$ cat config.mk
export PLATFORM = sky130hd
export DESIGN_NAME = seq_ctrl_gen
export DESIGN_NICKNAME = d
export VERILOG_FILES = /design/src/rtl/seq_ctrl_pkg.sv /design/src/rtl/seq_ctrl_gen.sv
export SDC_FILE = /design/constraint.sdc
export NUM_CORES = 1
export LEC_CHECK = 0
export CORE_MARGIN = 1
export CORE_UTILIZATION = 45
export CTS_CLUSTER_DIAMETER = 200
export DETAILED_ROUTE_END_ITERATION = 8
export PLACE_DENSITY = 0.72
export SETUP_SLACK_MARGIN = 0.3
export SKIP_LAST_GASP = 1
export SYNTH_ARGS = -nofsm -noshare
export SYNTH_HDL_FRONTEND = slang
export SYNTH_SLANG_ARGS = --single-unit
export TNS_END_PERCENT = 50
$ cat constraint.sdc
create_clock -name clk -period 2.3 [get_ports clk]
set_clock_uncertainty 0.2 [all_clocks]
set_input_delay 0.345 -clock clk [delete_from_list [all_inputs] [get_ports clk]]
set_output_delay 0.345 -clock clk [all_outputs]
set_load 0.02 [all_outputs]
$ cat src/rtl/seq_ctrl_pkg.sv
// Shared definitions for the run sequencer: state encoding, default run length,
// and the zero-length substitution rule.
package seq_ctrl_pkg;

  typedef logic [1:0] state_t;

  localparam state_t ST_IDLE  = 2'd0;
  localparam state_t ST_START = 2'd1;
  localparam state_t ST_RUN   = 2'd2;
  localparam state_t ST_DONE  = 2'd3;

  localparam int unsigned LEN_DEF_DFLT = 16;

  // A requested length of zero means "use the default length".
  function automatic int unsigned len_sub(input int unsigned l, input int unsigned d);
    return (l == 0) ? d : l;
  endfunction

endpackage

$ cat src/rtl/seq_ctrl_gen.sv
// Run sequencer: a level request launches start -> RUN(count 0..len) -> done, with abort.
// Optional SEQ_CTRL_AUTORESTART_EN: DONE with s held goes straight to START.
module seq_ctrl_gen
  import seq_ctrl_pkg::*;
#(
  parameter int unsigned CNT_W   = 5,
  parameter int unsigned LEN_DEF = LEN_DEF_DFLT
) (
  input  logic             clk,
  input  logic             rst,
  input  logic             s,
  input  logic [CNT_W-1:0] len,
  input  logic             abort,
  output logic             start,
  output logic             str,
  output logic             done,
  output logic             busy,
  output logic [CNT_W-1:0] count
);

  localparam logic [CNT_W-1:0] LEN_DEF_Q = CNT_W'(LEN_DEF);

  state_t           state;
  logic [CNT_W-1:0] len_q;
  logic [CNT_W-1:0] len_eff;

  assign len_eff = CNT_W'(len_sub(32'(len), LEN_DEF));

  always_ff @(posedge clk) begin
    if (rst) begin
      state <= ST_IDLE;
      count <= '0;
      len_q <= LEN_DEF_Q;
    end else begin
      case (state)
        ST_IDLE: begin
          count <= '0;
          if (s) begin
            state <= ST_START;
            len_q <= len_eff;
          end
        end
        ST_START: begin
          count <= '0;
          state <= abort ? ST_IDLE : ST_RUN;
        end
        ST_RUN: begin
          // abort takes priority over normal completion on the final count
          if (abort) begin
            state <= ST_IDLE;
            count <= '0;
          end else if (count == len_q) begin
            state <= ST_DONE;
            count <= '0;
          end else begin
            count <= count + 1'b1;
          end
        end
        default: begin
          count <= '0;
`ifdef SEQ_CTRL_AUTORESTART_EN
          if (s) begin
            state <= ST_START;
            len_q <= len_eff;
          end else begin
            state <= ST_IDLE;
          end
`else
          state <= ST_IDLE;
`endif
        end
      endcase
    end
  end

  // len_q is never zero, so len_q-1 cannot underflow
  assign start = (state == ST_START);
  assign str   = (state == ST_RUN) && (count == len_q - 1'b1);
  assign done  = (state == ST_DONE);
  assign busy  = (state != ST_IDLE);

endmodule

* Word level (Yosys, flattened, before mapping)
Index checks and enable logic that the tools add are counted.
Cells by class: $add $sub $neg 2, equal/unequal tests 7, multiplexer cells 6, bitwise gates (word level) 1, reductions and logical operators 7
Operator list (number):
- $eq 5x5->1 | 2
- $mux 2 | 4
- $pmux 2 s3 | 1
- $add 5x1->5 const B | 1
- $logic_not 5->1 | 1
- $mux 5 | 1
- $sub 5x1->5 const B | 1
- $eq 2x2->1 const B | 2
- $reduce_and 2->1 | 2
- $reduce_or 4->1 | 1
- $ne 3x3->1 const B | 1
- $eq 2x1->1 const B | 1
- $logic_not 2->1 | 1
- $ne 2x2->1 const B | 1
- $reduce_bool 2->1 | 1
- $logic_and 1x1->1 | 1
- $not 1->1 | 1
Word-level totals: register bits 12, input bits 9, output and inout bits 9, logic and storage cells 26

* Depth between registers and ports, before layout
Gate-level depths: netlist of run 1.
word-level depth 4, mapped depth 6, depth with buffers taken out 6

* Worst setup path before layout of run 1
No wires, ideal clock.
kind register to output, from register count[2], to output str, arrival time 1.632 ns, required time 1.755 ns, slack 0.123 ns, cell stages (with the launch flop) 5, buffers on the path 0, path through dfxtp_1 > and2_1 > nor4b_1 > a31oi_1 > nor4_1
Between the ends: word-level cells in the longest chain between the ends 2
Ends and longest elaborated chain:
- start, declared | RTL line seq_ctrl_gen.sv:18 | output logic [CNT_W-1:0] count
- start signal, assigned | RTL line seq_ctrl_gen.sv:56 | count <= count + 1'b1;
- $eq 5x5->1 | RTL line seq_ctrl_gen.sv:78 | assign str = (state == ST_RUN) && (count == len_q - 1'b1);
- $logic_and 1x1->1 | RTL line seq_ctrl_gen.sv:78
- end, declared | RTL line seq_ctrl_gen.sv:15 | output logic str,
No other way between the ends.

* Worst setup path in the final report of run 1
from register len_q[0], to output str
Between the ends: word-level cells in the longest chain between the ends 3
Ends and longest elaborated chain:
- start, declared | RTL line seq_ctrl_gen.sv:24 | logic [CNT_W-1:0] len_q;
- start signal, assigned | RTL line seq_ctrl_gen.sv:40 | len_q <= len_eff;
- $sub 5x1->5 | RTL line seq_ctrl_gen.sv:78
- $eq 5x5->1 | RTL line seq_ctrl_gen.sv:78
- $logic_and 1x1->1 | RTL line seq_ctrl_gen.sv:78
No other way between the ends.

==> reports/results.tsv, run 1 <==
metric	value	unit
rows	13	
seq_area_frac_synth	37.72	%
hold_violations	0	
path_buf_inv	2	
cp.arrival	1.62	ns
slowest_delay	0.34	ns
irDropWorstVdd	0.4199	mV
leakagePower	0.0004211	uW
muxShareOfSynthArea	1.572	%
hpwl	1141	um
die_w	39.62	um
gr-total-overflow	0	
antenna_found_initial	0	
synth_top_area_share	37.72	%
synth_warnings	0	
synth_compound_area_share	12.18	%
clock_sinks	12	
finalCritPeriodShare	94.01	%
final_cell_mix	nor2_1, clkdlybuf4s50_1, buf_4	
maxCapViolCount	0	
numCtsBuffers	3	
drive_gt1_share	30.84	%
pre_cts_ws	-0.06667	ns
avgViaCountPerCell	5.082	
routed_wl	1522	um
htree_levels	1	
critPathKind	reg -> out	
crit_path_max_fanout	3	
initial_utilization	48.94	%
final_nets	120	
setup_viol	0	
placedInstanceArea	909.6	um2
slowest_stage	dfxtp_2	
tightest_slew	0.4509	ns
dr.pass1.iters	4	
avgSynthCellArea	8.380	um2
worst_slack	0.1378	ns
grt_max_degree	11	
io_pins	18	
num_vias	620	
yosys-top-cells-area	dfxtp_1, nor2_1, xor2_1	
coreArea	0.001301	mm2
clk_latency	0.27	ns
fp.dieH	39.62	um
grt_pass1_wl	2318	um
clk_pin_slew_worst_paths	0.07	ns
crit_family	compound AO/OA/AOI/OAI gates	
die-area	0.001570	mm2
grt_usage	23.28	%
wl_per_cell	12.48	um
area_delta_synth_final	56.78	%
finalCriticalPeriod	2.162	ns
cp_data_required_time	1.75	ns
outcome	completed	
p_per_area	449.5	mW/mm2
relSlewSlack	69.86	%
synth_top_family_by_area	simple AND/OR/NAND/NOR gates	
cts_root_buf	clkbuf_4	
cp_cell_sequence	inv_2, ha_4, and2_4, a211o_2, a31oi_4, nor4_2, buf_4	
synth_xor_area_share	12.38	%
postCtsHoldBufs	0	
gp_congestion	0.7998	
syn_nets	87	
rsz0062_at_grt	yes	
utilization	76.73	%
synth_area	636.9	um2
hp-class	reg -> reg	
syn_inst	76	
synth_seq_cells	12	
critPathCaptureType	output pin	
final_area	998.5	um2
dr.first_iter.drc_count	6	
synth.distinct_cells	26	
yosysTopAreaCell	dfxtp_1	
portBuffers	17	
mostFrequentLayoutCell	nor2_1	
slew_viol_final	0	
post-route-drc-count	0	
synth_simple_gate_area_share	29.08	%
synth-adder-area-share	3.929	%
antenna_left	0	
clock.fmax	462.5	MHz
insertedDiodeCount	0	
cts_tree	done	
grt_pass1_vias	575	
critPathLaunchType	flop	
cts.path.max_buffers	2	
==> flip-flops by register name (all words and copies together) (netlist names) <==
signal,cells
len_q,5
state,2
count,5
==> metrics by stage <==
stage | TNS (ns) | instances | total power (uW) | hold WS (ns)
floorplan | 0 | 76 | 274.1 | 0.2243
global placement | -0.01027 | 118 | 312.9 | 0.3439
detailed placement | -0.06667 | 118 | 315.8 | 0.3496
CTS | 0 | 122 | 442.8 | 0.3596
global route | 0 | 122 | 469.0 | 0.3818
finish | 0 | 122 | 448.8 | 0.3563
==> worst register-to-register path, cell delays in order (launching register included) <==
cell     delay [ns]
dfxtp_1        0.34
xnor2_2        0.33
nor4b_2        0.47
a21oi_1        0.13
o21a_1         0.19
==> area by class of cell <==
type / instances / area (um2)
Tap cell: 15 / 18.77
Inverter: 4 / 15.01
Clock buffer: 3 / 22.52
Fill cell: 95 / 302.8
Sequential cell: 12 / 242.7
Timing Repair Buffer: 29 / 260.3
Multi-Input combinational cell: 59 / 439.2
==> layer usage <==
metal / global-route usage [%] / part of all wire, %
met5: 0 / 0
met4: 16.38 / 2.4
met3: 2.841 / 2.8
met2: 39.34 / 49
met1: 26.57 / 45
==> synthesized netlist by cell type, drive strengths merged <==
library cell / number
a211o: 1
a211oi: 1
a21bo: 1
a21oi: 5
a31oi: 2
and2: 2
clkbuf: 1
dfxtp: 12
ha: 2
inv: 4
mux2i: 1
nand2: 2
nand2b: 1
nand3: 2
nor2: 16
nor2b: 2
nor3: 3
nor3b: 1
nor4: 2
nor4b: 2
o21a: 1
o21ai: 1
or2: 2
xnor2: 4
xor2: 5
==> what timing repair did <==
action	4_1_cts	5_1_grt
setup buffers	1	0
gates resized for setup	12	9
endpoints found under the setup margin	2	4
pin swaps	4	2
==> where the power goes <==
| part | internal (uW) | switching [uW] |
|---|---|---|
| combinational | 53.8 | 44.7 |
| clock | 60.5 | 64.6 |
| sequential | 216 | 9.69 |
==> worst paths after layout <==
| check | start | to | slack [ns] | cells after the start |
|---|---|---|---|---|
| max | len_q[0] | str | 0.14 | 7 |
| min | count[0] | count[0] | 0.36 | 2 |
| max reg2reg | len_q[4] | count[3] | 0.54 | 4 |
| min reg2reg | count[0] | count[0] | 0.36 | 2 |
==> logic make-up (layout without fill, tap and decap cells) <==
family / count (synthesis) / in the layout
adder cells (fa/ha/maj): 2 / 2
AO/OA/AOI/OAI: 12 / 12
AND/OR/NAND/NOR: 35 / 35
XOR/XNOR: 9 / 9
multiplexers: 1 / 1
flip-flops: 12 / 12
buffers and inverters: 5 / 36
Note: power is estimated with default switching activity, not from simulation.
==> run 2: changes to the inputs <==
--- a/config.mk
+++ b/config.mk
@@ -5,8 +5,10 @@
 export SDC_FILE = /design/constraint.sdc
 export NUM_CORES = 1
 export LEC_CHECK = 0
+export CELL_PAD_IN_SITES_DETAIL_PLACEMENT = 0
+export CELL_PAD_IN_SITES_GLOBAL_PLACEMENT = 1
 export CORE_MARGIN = 1
-export CORE_UTILIZATION = 45
+export CORE_UTILIZATION = 33
 export CTS_CLUSTER_DIAMETER = 200
 export DETAILED_ROUTE_END_ITERATION = 8
 export PLACE_DENSITY = 0.72
==> reports/results.tsv, run 2 (synthesized netlist as in run 1, its figures left out) <==
metric	value	unit	change
hold_start	count[0]		unchanged
leakagePower	0.0004088	uW	was 0.0004211 uW
hold_depth	1		was 2
htree_levels	1		unchanged
irDropWorstVdd	0.2954	mV	was 0.4199 mV
die-area	0.002110	mm2	was 0.001570 mm2
wl_per_cell	11.45	um	was 12.48 um
switching_power	122.9	uW	was 118.9 uW
num-fill-cells	185		was 95
clock.fmax	453.0	MHz	was 462.5 MHz
top_regs	count: 5 flops, len_q: 5 flops, state: 2 flops		unchanged
portBuffers	17		unchanged
r2r_start	count[4]		was len_q[4]
antenna_found_initial	0		unchanged
hpwl	1148	um	was 1141 um
clk_pin_slew_worst_paths	0.07	ns	about the same
p_clk_share	34.6	%	was 27.9%
critPathKind	reg -> out		unchanged
initial_utilization	36.10	%	was 48.94%
maxCapViolCount	0		unchanged
slew_viol_final	0		unchanged
drive_gt1_share	26.42	%	was 30.84%
hold_violations	0		unchanged
worst_slack	0.09228	ns	was 0.1378 ns
cts_root_buf	clkbuf_4		unchanged
antenna_left	0		unchanged
cts_tree	done		unchanged
post-route-drc-count	0		unchanged
cp.arrival	1.66	ns	was 1.62 ns
coreArea	0.001764	mm2	was 0.001301 mm2
tightest_slew	0.5956	ns	was 0.4509 ns
avgViaCountPerCell	4.672		was 5.082
post_cts_buffers	0		was 1
cp-startpoint	len_q[0]		unchanged
critPathCaptureType	output pin		unchanged
io_pins	18		unchanged
grt_pass1_wl	2601	um	was 2318 um
netSwitchingFraction	25.35	%	was 26.50%
p_per_area	490.6	mW/mm2	was 449.5 mW/mm2
mostFrequentLayoutCell	nor2_1		unchanged
numCtsBuffers	3		unchanged
dr.first_iter.drc_count	10		was 6
final_cell_mix	nor2_1, clkdlybuf4s50_1, dfxtp_1		was nor2_1, clkdlybuf4s50_1, buf_4
relSlewSlack	60.01	%	was 69.86%
pre_cts_ws	-0.07024	ns	was -0.06667 ns
seqPwrFrac	46.3	%	was 50.2%
register_area	241.5	um2	was 242.7 um2
gp_congestion	0.8048		was 0.7998
postCtsHoldBufs	0		unchanged
comb_power_share	19.1	%	was 21.9%
outcome	completed		unchanged
intPower	362.0	uW	was 329.9 uW
rsz0062_at_grt	yes		unchanged
multi_input_area	421.7	um2	was 439.2 um2
clock_sinks	12		unchanged
grt_usage	18.42	%	was 23.28%
final_nets	118		was 120
rows	15		was 13
totalPowerFinal	485.0	uW	was 448.8 uW
setup_viol	0		unchanged
grt_max_degree	11		unchanged
crit_path_max_fanout	3		unchanged
finalCriticalPeriod	2.208	ns	was 2.162 ns
finalCritPeriodShare	95.99	%	was 94.01%
critPathLaunchType	flop		unchanged
cts.path.max_buffers	2		unchanged
routed_wl	1500	um	was 1522 um
area_delta_synth_final	55.21	%	was 56.78%
dr.pass1.iters	4		unchanged
gr-total-overflow	0		unchanged
num_vias	612		was 620
clk_latency	0.27	ns	about the same
r2r_cells	4		unchanged
die_w	45.93	um	was 39.62 um
grt_pass1_vias	580		was 575
cp_data_required_time	1.75	ns	about the same
insertedDiodeCount	0		unchanged
hp-class	reg -> reg		unchanged
fp.dieH	45.93	um	was 39.62 um
-- run 2: layer usage --
layer | routed length, um | GRT usage [%]
met1 | 714 | 24.58
met2 | 698 | 26.48
met3 | 56 | 3.571
met4 | 31 | 12.35
met5 | 0 | 0
-- run 2: timing repair --
item                       in CTS  in global routing
setup endpoints to repair       3                  5
pin swaps                       1                  0
resized for setup              11                  4
-- run 2: power groups by stage --
stage	sequential, uW	combinational, uW	clock (uW)
finish	225	92.6	168
global route	226	102	182
CTS	224	91.4	173
detailed placement	228	87.2	0
global placement	228	86.4	0
floorplan	227	47.4	0
-- run 2: through the flow --
| stage | instances | TNS [ns] | util (%) | area (um2) | hold WS (ns) |
|---|---|---|---|---|---|
| 5_1_grt | 131 | -0.004682 | 56.03 | 988.4 | 0.3544 |
| 3_5_place_dp | 127 | -0.07024 | 51.84 | 914.6 | 0.2826 |
| 4_1_cts | 131 | 0 | 55.04 | 970.9 | 0.3024 |
| 2_1_floorplan | 76 | 0 | - | 643.1 | 0.2243 |
| 6_report | 131 | 0 | 56.03 | 988.4 | 0.2963 |
| 3_3_place_gp | 127 | -0.01363 | 51.84 | 914.6 | 0.2776 |
-- run 2: worst max-delay path, cell delays in order (launching register included) --
cell and delay, ns:
dfxtp_2 0.33, inv_1 0.05, ha_2 0.18, and2_4 0.16
a211o_2 0.32, a31oi_4 0.14, nor4_2 0.05, buf_2 0.16
-- run 2: final cells by class --
class                   instances  area share, %
multi-input cells              59          42.66
repair buffers                 27          24.56
flip-flops and latches         12          24.43
clock buffers                   4          3.671
well taps                      25          3.165
inverters                       4          1.519
-- run 2: final timing paths --
path                                 end  slack [ns]
worst min register to register  count[0]        0.30
worst max register to register  count[3]        0.36
worst min-delay path            count[0]        0.30
worst max-delay path                 str        0.09
